$ cat src/rtl/red_pkg.sv
// Shared types, widths and the 4-bit carry-lookahead helper for the RED
// (nibble-reduction) sequencer.
package red_pkg;

    localparam int RED_DATA_W = 16;
    localparam int RED_NIB_W  = 4;
    localparam int RED_N_NIB  = RED_DATA_W / RED_NIB_W;
    // Holds the largest possible sum 2*N_NIB*(2^NIB_W-1) = 120 without overflow.
    localparam int RED_ACC_W  = RED_NIB_W + $clog2(2 * RED_N_NIB);
    localparam int RED_IDX_W  = $clog2(RED_N_NIB);
    localparam int RED_HI_W   = RED_ACC_W - RED_NIB_W;

    typedef enum logic [1:0] {
        IDLE = 2'd0,
        RUN  = 2'd1,
        DONE = 2'd2
    } red_state_e;

    typedef logic [RED_DATA_W-1:0] red_data_t;
    typedef logic [RED_NIB_W-1:0]  red_nib_t;
    typedef logic [RED_ACC_W-1:0]  red_acc_t;
    typedef logic [RED_IDX_W-1:0]  red_idx_t;

    // 4-bit carry-lookahead adder. Returns {carry_out, sum}. All carries are
    // formed directly from generate/propagate terms, not rippled.
    function automatic logic [4:0] cla4(input logic [3:0] a,
                                        input logic [3:0] b,
                                        input logic       cin);
        logic [3:0] g;
        logic [3:0] p;
        logic [4:0] c;
        g    = a & b;
        p    = a ^ b;
        c[0] = cin;
        c[1] = g[0] | (p[0] & cin);
        c[2] = g[1] | (p[1] & g[0]) | (p[1] & p[0] & cin);
        c[3] = g[2] | (p[2] & g[1]) | (p[2] & p[1] & g[0])
                    | (p[2] & p[1] & p[0] & cin);
        c[4] = g[3] | (p[3] & g[2]) | (p[3] & p[2] & g[1])
                    | (p[3] & p[2] & p[1] & g[0])
                    | (p[3] & p[2] & p[1] & p[0] & cin);
        return {c[4], p ^ c[3:0]};
    endfunction

endpackage

$ cat src/rtl/red_seq_ctrl_if.sv
// Handshake and data bundle between the decode/hazard unit (master) and the
// RED sequencer in EX (slave).
interface red_seq_ctrl_if;
    import red_pkg::*;

    logic      start;
    logic      stall;
    red_data_t SrcData1;
    red_data_t SrcData2;
    logic      busy;
    logic      done;
    red_data_t DesData;

    modport master (
        output start, stall, SrcData1, SrcData2,
        input  busy, done, DesData
    );

    modport slave (
        input  start, stall, SrcData1, SrcData2,
        output busy, done, DesData
    );

endinterface

$ cat src/rtl/red_nib_step.sv
// The single shared adder step: acc_next = acc + a_nib + b_nib.
// Low nibble goes through two chained 4-bit CLAs; the two carries they
// produce (0..2) are folded into the upper accumulator bits by a small
// incrementer.
module red_nib_step
    import red_pkg::*;
(
    input  red_acc_t acc,
    input  red_nib_t a_nib,
    input  red_nib_t b_nib,
    output red_acc_t acc_next
);

    logic [4:0]          w_sum_a;
    logic [4:0]          w_sum_ab;
    logic [1:0]          w_carry_cnt;
    logic [RED_HI_W-1:0] w_hi_next;

    // acc[3:0] + a_nib, then + b_nib.
    assign w_sum_a  = cla4(acc[RED_NIB_W-1:0], a_nib, 1'b0);
    assign w_sum_ab = cla4(w_sum_a[RED_NIB_W-1:0], b_nib, 1'b0);

    // Two carry bits summed into a 0..2 increment for the upper bits.
    assign w_carry_cnt = {w_sum_a[RED_NIB_W] & w_sum_ab[RED_NIB_W],
                          w_sum_a[RED_NIB_W] ^ w_sum_ab[RED_NIB_W]};

    assign w_hi_next = acc[RED_ACC_W-1:RED_NIB_W] + RED_HI_W'(w_carry_cnt);

    assign acc_next = {w_hi_next, w_sum_ab[RED_NIB_W-1:0]};

endmodule

$ cat src/rtl/red_seq_ctrl.sv
// RED sequencer: sums all eight nibbles of two 16-bit operands over N_NIB
// RUN cycles using one shared nibble adder step. IDLE -> RUN -> DONE, with
// back-to-back acceptance from DONE and a global stall that freezes all state.
module red_seq_ctrl
    import red_pkg::*;
(
    input  logic           clk,
    input  logic           rst,
    red_seq_ctrl_if.slave  bus
);

    red_state_e r_state;
    red_idx_t   r_idx;
    red_acc_t   r_acc;
    red_data_t  r_op_a;
    red_data_t  r_op_b;
    logic       r_busy;
    logic       r_done;
    red_data_t  r_des_data;

    red_nib_t   w_a_nib;
    red_nib_t   w_b_nib;
    red_acc_t   w_acc_next;
    logic       w_last;

    // Current nibble of each captured operand, selected by the position counter.
    assign w_a_nib = r_op_a[RED_NIB_W*int'(r_idx) +: RED_NIB_W];
    assign w_b_nib = r_op_b[RED_NIB_W*int'(r_idx) +: RED_NIB_W];
    assign w_last  = (r_idx == RED_IDX_W'(RED_N_NIB - 1));

    red_nib_step u_step (
        .acc      (w_acc_next_src()),
        .a_nib    (w_a_nib),
        .b_nib    (w_b_nib),
        .acc_next (w_acc_next)
    );

    // Accumulator feeding the shared step is always the registered value.
    function automatic red_acc_t w_acc_next_src();
        return r_acc;
    endfunction

    // Sequencer FSM with its counter, operand, accumulator and result registers.
    // NOTE: every register here is assigned with <= so all of them update from
    // the same pre-edge values; blocking = would let later lines see new values.
    always_ff @(posedge clk) begin
        if (rst) begin
            r_state    <= IDLE;
            r_idx      <= '0;
            r_acc      <= '0;
            r_op_a     <= '0;
            r_op_b     <= '0;
            r_busy     <= 1'b0;
            r_done     <= 1'b0;
            r_des_data <= '0;
        end else if (!bus.stall) begin
            unique case (r_state)
                IDLE, DONE: begin
                    if (bus.start) begin
                        r_op_a  <= bus.SrcData1;
                        r_op_b  <= bus.SrcData2;
                        r_acc   <= '0;
                        r_idx   <= '0;
                        r_state <= RUN;
                        r_busy  <= 1'b1;
                        r_done  <= 1'b0;
                    end else begin
                        r_state <= IDLE;
                        r_busy  <= 1'b0;
                        r_done  <= 1'b0;
                    end
                end
                RUN: begin
                    r_acc <= w_acc_next;
                    if (w_last) begin
                        r_des_data <= RED_DATA_W'(w_acc_next);
                        r_idx      <= '0;
                        r_state    <= DONE;
                        r_busy     <= 1'b0;
                        r_done     <= 1'b1;
                    end else begin
                        r_idx <= r_idx + 1'b1;
                    end
                end
                default: begin
                    r_state <= IDLE;
                    r_busy  <= 1'b0;
                    r_done  <= 1'b0;
                end
            endcase
        end
    end

    assign bus.busy    = r_busy;
    assign bus.done    = r_done;
    assign bus.DesData = r_des_data;

endmodule

$ cat src/flat_wrapper.sv
// flat-port wrapper written by rule: the top's interface ports become plain ports
module red_seq_ctrl_flat import red_pkg::*;
  (clk, rst, bus_start, bus_stall, bus_SrcData1, bus_SrcData2, bus_busy, bus_done, bus_DesData);
  red_seq_ctrl_if bus_i ();
  input  logic clk;
  input  logic rst;
  input wire logic [$bits(bus_i.start)-1:0] bus_start;
  input wire logic [$bits(bus_i.stall)-1:0] bus_stall;
  input wire logic [$bits(bus_i.SrcData1)-1:0] bus_SrcData1;
  input wire logic [$bits(bus_i.SrcData2)-1:0] bus_SrcData2;
  output wire logic [$bits(bus_i.busy)-1:0] bus_busy;
  output wire logic [$bits(bus_i.done)-1:0] bus_done;
  output wire logic [$bits(bus_i.DesData)-1:0] bus_DesData;
  assign bus_i.start = bus_start;
  assign bus_i.stall = bus_stall;
  assign bus_i.SrcData1 = bus_SrcData1;
  assign bus_i.SrcData2 = bus_SrcData2;
  assign bus_busy = bus_i.busy;
  assign bus_done = bus_i.done;
  assign bus_DesData = bus_i.DesData;
  red_seq_ctrl u_core (.clk(clk), .rst(rst), .bus(bus_i));
endmodule
$ cat config.mk
export PLATFORM = sky130hd
export DESIGN_NAME = red_seq_ctrl_flat
export DESIGN_NICKNAME = d
export VERILOG_FILES = /design/src/rtl/red_pkg.sv /design/src/rtl/red_seq_ctrl_if.sv /design/src/rtl/red_nib_step.sv /design/src/rtl/red_seq_ctrl.sv /design/src/flat_wrapper.sv
export SDC_FILE = /design/constraint.sdc
export NUM_CORES = 1
export LEC_CHECK = 0
export CORE_MARGIN = 1
export CORE_UTILIZATION = 56
export CTS_BUF_LIST = sky130_fd_sc_hd__clkbuf_4
export CTS_CLUSTER_DIAMETER = 200
export CTS_CLUSTER_SIZE = 30
export DETAILED_ROUTE_END_ITERATION = 6
export PLACE_DENSITY = 0.88
export SLEW_MARGIN = 15
export SYNTH_ARGS = -nofsm -noshare
export SYNTH_HDL_FRONTEND = slang
export SYNTH_SLANG_ARGS = --single-unit
export TNS_END_PERCENT = 5
$ cat constraint.sdc
create_clock -name clk -period 7.1 [get_ports clk]
set_input_delay 0.71 -clock clk [delete_from_list [all_inputs] [get_ports clk]]
set_output_delay 0.71 -clock clk [all_outputs]
set_load 0.03 [all_outputs]
; Word-level counts from Yosys, hierarchy flattened
; Cells that the tools add are included.
[totals]
word_cells = 76
register_bits = 52
in_bits = 36
out_inout_bits = 18
[op_classes]
muxes = 13
bitwise = 39
eq_ne = 5
n_reduce_logical = 7
n_shift = 2
addsub = 2
[ops]
columns = operator, n
row1 = 16-bit by 5-bit variable part select with 4-bit output, 2
row2 = 1-bit AND, 19
row3 = 4-bit bitwise XOR, 4
row4 = 7-bit case mux with 2 select lines, 1
row5 = 1-bit bitwise OR, 12
row6 = 3-bit AND reduction, 3
row7 = 4-bit AND, 2
row8 = 2-bit case mux with 2 select lines, 2
row9 = 7-bit 2-to-1 mux, 1
row10 = 2-bit 2-to-1 mux, 3
row11 = 1-bit 2-to-1 mux, 5
row12 = 2-bit equality test (second input constant), 2
row13 = 3-bit by 2-bit adder with 3-bit output, 1
row14 = 2-bit by 1-bit adder with 2-bit output (second input constant), 1
row15 = 2-bit by 1-bit equality test with 1-bit output (second input constant), 1
row16 = 2-bit logical NOT, 1
row17 = 2-bit by 1-bit inequality test with 1-bit output (second input constant), 1
row18 = 2-bit inequality test (second input constant), 1
row19 = 1-bit case mux with 2 select lines, 1
row20 = 2-bit AND reduction, 1
row21 = 2-bit nonzero test, 1
row22 = 2-bit OR reduction, 1
row23 = 1-bit NOT, 1
row24 = 1-bit bitwise XOR, 1

; Longest topological paths before layout
; Gate-level depths: netlist (run 1).
[depth]
word_depth = 14
depth_mapped = 16

; By module
; Synthesis (run 1) repeated with hierarchy kept, for this count alone.
[unflattened]
hier_cells = 264
hier_area_um2 = 2347.3
[by_module_without_submodules]
columns = mod, area_each_um2, n_inst, cells_each
row1 = red_seq_ctrl, 2075.7, 1, 238
row2 = red_nib_step, 271.5, 1, 26

; Worst setup path before layout (run 1)
; Ideal clock, no wire load.
[synth_path]
path_kind = register to register
start = register u_core.r_idx[0]
end = register u_core.r_acc[6]
arrival_time_ns = 3.942
n_path_buf = 1
setup_slack_ns = 3.088
synth_period_minus_slack_ns = 4.012
path_stages_with_launch = 16
path_cell_list = dfxtp_1 buf_2 mux4_2 ha_1 fa_1 xor2_1 ha_1 and3_1 o21ai_0 nand2b_1 ha_1 ha_1 inv_1 fa_1 or3_1 a21oi_1
[synth_via]
elab_chain_cells = 14
[synth_rtl]
columns = item, line
row1 = start: declaration, red_seq_ctrl.sv:13  ; red_idx_t r_idx;
row2 = start signal: assignment, red_seq_ctrl.sv:82  ; r_idx <= r_idx + 1'b1;
row3 = 16-bit by 5-bit variable part select with 4-bit output, red_seq_ctrl.sv:27  ; assign w_a_nib = r_op_a[RED_NIB_W*int'(r_idx) +: RED_NIB_W];
row4 = 4-bit bitwise XOR or 4-bit AND (tied branches), "red_pkg.sv:33, red_pkg.sv:32"
row5 = "1-bit AND, on equally long branches", n/a
row6 = 1-bit bitwise OR or 1-bit AND (tied branches), red_pkg.sv:37  ; c[3] = g[2] | (p[2] & g[1]) | (p[2] & p[1] & g[0])
row7 = 1-bit bitwise OR, red_pkg.sv:37
row8 = 4-bit bitwise XOR, red_pkg.sv:42  ; return {c[4], p ^ c[3:0]};
row9 = 4-bit bitwise XOR, red_pkg.sv:33  ; p = a ^ b;
row10 = "1-bit AND, on equally long branches", "red_pkg.sv:39, red_pkg.sv:40"
row11 = "1-bit bitwise OR, or another cell as far along", red_pkg.sv:39  ; c[4] = g[3] | (p[3] & g[2]) | (p[3] & p[2] & g[1])
row12 = 1-bit bitwise OR or 1-bit AND (tied branches), "red_pkg.sv:39, red_pkg.sv:40"
row13 = 1-bit bitwise OR, red_pkg.sv:40  ; | (p[3] & p[2] & p[1] & g[0])
row14 = 1-bit bitwise XOR or 1-bit AND (tied branches), "red_nib_step.sv:25, red_nib_step.sv:24"
row15 = 3-bit by 2-bit adder with 3-bit output *, red_nib_step.sv:27  ; assign w_hi_next = acc[RED_ACC_W-1:RED_NIB_W] + RED_HI_W'(w_carry_cnt);
row16 = 7-bit case mux with 2 select lines *, red_seq_ctrl.sv:57  ; unique case (r_state)
row17 = end signal: assignment, red_seq_ctrl.sv:74  ; r_acc <= w_acc_next;
row18 = end: declaration, red_seq_ctrl.sv:14  ; red_acc_t r_acc;
; Mark *: on every way between the ends. The rest lies on a longest branch, timed or not.
; A chain may end at the register's enable or synchronous reset.

; Worst setup path after layout (run 1)
; Ends and elaborated chain as after synthesis.

==> results of run 1 <==
==> worst paths after layout <==
check,start,to,slack (ps),cells after the start
worst max-delay path,u_core.r_idx[0],u_core.r_acc[6],2730,14
worst min-delay path,u_core.r_op_b[11],u_core.r_op_b[11],460,2
worst max register to register,u_core.r_idx[0],u_core.r_acc[6],2730,14
worst min register to register,u_core.r_op_b[11],u_core.r_op_b[11],460,2
==> sequential cells by signal, summed over array words and instances, names as in the netlist <==
register / cells
u_core.bus.DesData: 7
u_core.bus.busy: 1
u_core.bus.done: 1
u_core.r_acc: 7
u_core.r_idx: 2
u_core.r_op_a: 16
u_core.r_op_b: 16
==> logic make-up (layout without fill, tap and decap cells) <==
logic type | after synthesis | count (layout) | share of synthesized area [%]
simple gates | 108 | 108 | 19.8
other cells | 1 | 9 | 0.156
flops | 50 | 50 | 41.7
xor+xnor | 4 | 4 | 1.46
mux | 8 | 8 | 7.50
compound gates | 61 | 61 | 13.8
buf+inv | 32 | 59 | 6.82
fa+ha+maj | 15 | 15 | 8.75
==> metrics by stage <==
step / hold slack, ps / worst slack (ps) / utilization, % / total power (uW) / instance area [um2]
2_1_floorplan: 433 / 3090 / - / 348 / 2430
3_3_place_gp: 439 / 2850 / 69.3 / 370 / 2810
3_5_place_dp: 445 / 2720 / 69.3 / 372 / 2810
4_1_cts: 463 / 2710 / 70.7 / 495 / 2870
5_1_grt: 480 / 2400 / 70.7 / 517 / 2870
6_report: 463 / 2730 / 70.7 / 492 / 2870
==> cell type report <==
type | count | area (um2) | share of cell area (%)
sequential | 50 | 1000 | 34.9
clock inverter | 3 | 16.3 | 0.567
clock buffer | 5 | 37.5 | 1.31
inverter | 4 | 15.0 | 0.524
multi-input combinational | 205 | 1270 | 44.4
tap | 50 | 62.6 | 2.18
timing repair buffer | 47 | 463 | 16.1
==> placed cells by master, fill, tap and decap left out, types with 2 or more instances in the layout <==
cell and n:
o211ai_1 3, conb_1 9, clkbuf_4 5, fa_1 3
clkdlybuf4s50_1 44, or4_1 2, inv_1 4, nand2_1 78
o21ai_0 4, xnor2_1 2, mux4_2 8, buf_4 3
ha_1 12, a21o_1 5, nor2_1 6, xor2_1 2
nand2b_1 3, a21oi_1 47, dfxtp_1 50, nand3_1 7
==> metal layers <==
metal / vias to the layer above / track usage [%] / routed length, um
li1: 998 / - / -
met1: 914 / 31.0 / 2020
met2: 68 / 38.5 / 2390
met3: 12 / 6.42 / 241
met4: 0 / 9.31 / 88
met5: - / 0 / 0
==> report_power, final <==
part           total (uW)  switching [uW]  internal [uW]
combinational        69.1            35.5           33.6
sequential            297            7.10            290
clock                 125            88.3           37.0
total                 492             131            361
==> worst reg2reg max path, delay by kind of cell, from the launching register on <==
| kind | cells | cell delay, ps |
|---|---|---|
| xor gates and xnor gates | 1 | 180 |
| adders and majority gates | 6 | 1770 |
| AOI/OAI and AO/OA | 2 | 320 |
| and+or+nand+nor | 3 | 660 |
| buffers and inverters | 1 | 50 |
| muxes | 1 | 600 |
| DFF | 1 | 730 |
==> impl_metrics.tcl, run 1 <==
set metrics [dict create \
    crit_top_cell "ha_1" \
    rsz0062_at_grt "false" \
    ctsHtreeMaxLevel 2 \
    grt_pass1_vias 1888 \
    numPortBuffers 44 \
    p_leak_uw 0.00111 \
    routabilityCongestion 0.806 \
    routedWlPerCell_um 13.0 \
    io_pins 54 \
    setup_viol 0 \
    post_cts_resized 0 \
    slew_headroom_pct 39.0 \
    fp-row-count 23 \
    cp_max_fo 12 \
    cp_top_family "adder cells" \
    fin_skew_ps 14.2 \
    fp.dieH_um 67.5 \
    critical_path_class "register to register" \
    grtUsageTotal_pct 24.2 \
    finalSetupTns_ps 0 \
    synth.top_cells.by_count "nand2_1, dfxtp_1, a21oi_1, clkbuf_1, ha_1" \
    drive_above_1_share_pct 6.37 \
    timing.final.crit_period_ps 4370 \
    startpoint_type "register" \
    synth_flop_cell "dfxtp_1" \
    n_fill_cell 334 \
    yosysTopAreaCellShare_pct 41.7 \
    crit_arrival_ps 4680 \
    dp.cells 356 \
    min_path_type "register to register" \
    synth_area_mm2 0.00240 \
    syn_area_per_cell_um2 8.61 \
    final_nets 364 \
    slowest_delay_ps 730 \
    cts_setup_buffers 0 \
    clk_pin_slew_ps 150 \
    ant_nets 0 \
    ys_seq_elements 50 \
    drt-pass1-iter-count 4 \
    yosys.cell_count.top_type "nand2_1" \
    vdd_drop_max_uv 100 \
    hold_viol_final 0 \
    grt_overflow_total 0 \
    synth_cells 279 \
    synthTopCellsByArea "dfxtp_1, nand2_1, a21oi_1" \
    slew_violations 0 \
    clkLatencyLatePin_ps 360 \
    ys_warn_count 0 \
    path_cells "mux4_2 -> ha_1 -> fa_1 -> xor2_1 -> ha_1 -> and3_1 -> o21ai_0 -> nand2b_1 -> ha_1 -> ha_1 -> inv_1 -> fa_1 -> or3_1 -> a21oi_1" \
    initial_core_util_pct 59.2 \
    cts_buffers 5 \
    vias_per_cell 5.47 \
    cts_hold_buf 0 \
    cts_sinks 50 \
    critPathSlowestCell "dfxtp_1" \
    antenna_found_initial 0 \
    antenna_cells 0 \
    layoutNonFillerInstCount 364 \
    synth-edff-count 0 \
    cts-root-to-sink-buffers 2 \
    cp_num_buf_inv 1 \
    max_freq_mhz 229 \
    pwr_density_cell_mw_per_mm2 171 \
    synth_area_leader_cell "dfxtp_1" \
    die-area_mm2 0.00456 \
    area_growth_pct 19.4 \
    end_kind "register" \
    synthArstFlopShare_pct 0 \
    max_cap_viol_count 0 \
    grt_max_degree 53 \
    routed_wl_um 4740 \
    vias 1992 \
    status "completed" \
    core-area_mm2 0.00406 \
    cts-root-buf "clkbuf_4" \
    synth-seq-area-share_pct 41.7 \
    finalCritPeriodShare_pct 61.6 \
    post-route-drc-count 0 \
    tritoncts "yes" \
    die_w_um 67.5 \
    synthDistinctLibCells 35 \
    tightest_slew_ps 912 \
    drtIter0Drc 137 \
    required_ps 7410 \
    grt_pass1_wl_um 8260 \
    hpwl_um 3360 \
]
(Power assumes the default switching activity.)
==> inputs of run 2 (changes only) <==
Settings changed: CORE_UTILIZATION 56 to 52, PLACE_DENSITY 0.88 to 0.82.
Clock period 7.1 ns to 4.4 ns, I/O delays scaled along.
==> impl_metrics.tcl, run 2 (same netlist as run 1, synthesis figures left out) <==
set metrics [dict create \
    post-route-drc-count 0 \
    fp-row-count 24 \
    io_pins 54 \
    place_area_mm2 0.00283 \
    vias_per_cell 5.40 \
    drtIter0Drc 139 \
    p_leak_uw 0.00112 \
    routedWlPerCell_um 13.1 \
    layoutNonFillerInstCount 368 \
    die_w_um 70.0 \
    vias 1986 \
    antenna_found_initial 0 \
    required_ps 4710 \
    startpoint_type "register" \
    ctsHtreeMaxLevel 2 \
    top_regs "u_core.r_op_a: 16 flops, u_core.r_op_b: 16 flops" \
    clkLatencyLatePin_ps 380 \
    fin_skew_ps 10.6 \
    drt-pass1-iter-count 4 \
    antenna_cells 0 \
    grtUsageTotal_pct 21.5 \
    cts_buffers 5 \
    rsz0062_at_grt "false" \
    hpwl_um 3470 \
    clkPwrFrac_pct 26.4 \
    setup_viol 0 \
    pwr_density_cell_mw_per_mm2 279 \
    intPower_uw 586 \
    tritoncts "yes" \
    area_growth_pct 20.3 \
    dp.cells 360 \
    max_cap_viol_count 0 \
    routabilityCongestion 0.853 \
    tightest_slew_ps 942 \
    cts_sinks 50 \
    layout_common_cells "nand2_1, dfxtp_1, a21oi_1" \
    status "completed" \
    power.switching_uw 219 \
    final_util_pct 65.9 \
    grt_pass1_wl_um 8450 \
    final_common_cell "nand2_1" \
    pwr-share-comb_pct 14.2 \
    vdd_drop_max_uv 219 \
    finalCritPeriodShare_pct 93.1 \
    fp.dieH_um 70.0 \
    slew_violations 0 \
    drive_above_1_share_pct 7.28 \
    p_sw_share_pct 27.2 \
    initial_core_util_pct 54.8 \
    fin_area_mm2 0.00289 \
    cts_setup_buffers 0 \
    grt_pass1_vias 1941 \
    timing.final.crit_period_ps 4100 \
    crit_top_cell "ha_1" \
    critPathSlowestCell "mux4_2" \
    die-area_mm2 0.00490 \
    routed_wl_um 4840 \
    path_cells "mux4_2 -> ha_1 -> fa_1 -> xor2_1 -> ha_1 -> and3_1 -> o21ai_0 -> nand2b_1 -> ha_1 -> ha_1 -> inv_1 -> fa_1 -> or3_1 -> a21oi_1" \
    min_path_type "register to register" \
    cp_max_fo 5 \
    hold_viol_final 0 \
    core-area_mm2 0.00438 \
    fin_ws_ps 304 \
    numPortBuffers 44 \
    clk_pin_slew_ps 150 \
    grt_max_degree 52 \
    slew_headroom_pct 37.1 \
    critical_path_class "register to register" \
    pre_cts_slack_ps 265 \
    slowest_delay_ps 540 \
    cts-root-buf "clkbuf_4" \
    end_kind "register" \
    seq_power_share_pct 59.4 \
    max_freq_mhz 244 \
    ant_nets 0 \
    grt_overflow_total 0 \
    final_nets 366 \
    finalSetupTns_ps 0 \
    cts-root-to-sink-buffers 2 \
    crit_arrival_ps 4410 \
]
run 2: cell types whose count changed in the layout (fill, tap and decap cells not counted), sizes merged:
cell	previous run	this run
buf	3	5
clkinv	2	1
inv	4	5
run 2: layout make-up:
cell class,count,area (um2)
Timing Repair Buffer,49,478
Tap cell,52,65.1
Clock inverter,3,20.0
Clock buffer,5,37.5
Sequential cell,50,1000
Multi-Input combinational cell,205,1270
Inverter,4,15.0
Fill cell,391,1490
run 2: power groups by stage:
stage / Clock (uW) / Sequential [uW] / Combinational [uW]
after floorplan: 0 / 486 / 75.8
after global placement: 0 / 487 / 112
after detailed placement: 0 / 488 / 115
after CTS: 214 / 478 / 115
after global routing: 237 / 480 / 127
final: 212 / 478 / 115
run 2: per-layer routing:
| layer | GRT usage [%] | vias up | share of wire [%] |
|---|---|---|---|
| met3 | 5.48 | 6 | 4.1 |
| met5 | 0 | - | 0 |
| li1 | - | 1003 | - |
| met4 | 5.11 | 0 | 0.85 |
| met1 | 25.5 | 931 | 44 |
| met2 | 38.8 | 46 | 51 |
run 2: timing repair:
action                                  4_1_cts  5_1_grt
resized for setup                             0        1
hold buffers                                  0        0
endpoints found under the hold margin         0        0
endpoints found under the setup margin        0        1
run 2: worst paths after layout:
| kind | startpoint | end | slack [ps] | cells after the start |
|---|---|---|---|---|
| min reg2reg | u_core.r_op_b[0] | u_core.r_op_b[0] | 460 | 2 |
| max reg2reg | u_core.r_idx[0] | u_core.r_acc[6] | 300 | 14 |
| max | u_core.r_idx[0] | u_core.r_acc[6] | 300 | 14 |
| min | u_core.r_op_b[0] | u_core.r_op_b[0] | 460 | 2 |
run 2: through the flow:
step                power [uW]  hold WS (ps)
floorplan                  561           433
global placement           599           442
detailed placement         602           447
CTS                        807           466
global route               844           486
finish                     805           463
run 2: worst max-delay path, delay by kind of cell, from the launching register on:
family / cells / cell delay, ps
XOR/XNOR: 1 / 180
adder cells (fa/ha/maj): 6 / 1800
buffers and inverters: 1 / 50
flip-flops: 1 / 430
multiplexers: 1 / 540
AND/OR/NAND/NOR: 3 / 680
AO/OA/AOI/OAI: 2 / 360
==> inputs of run 3 (changes only) <==
Settings changed: HOLD_SLACK_MARGIN set to 0.03.
==> results of run 3 <==
Final layout, timing and power as in run 2 (identical DEF).
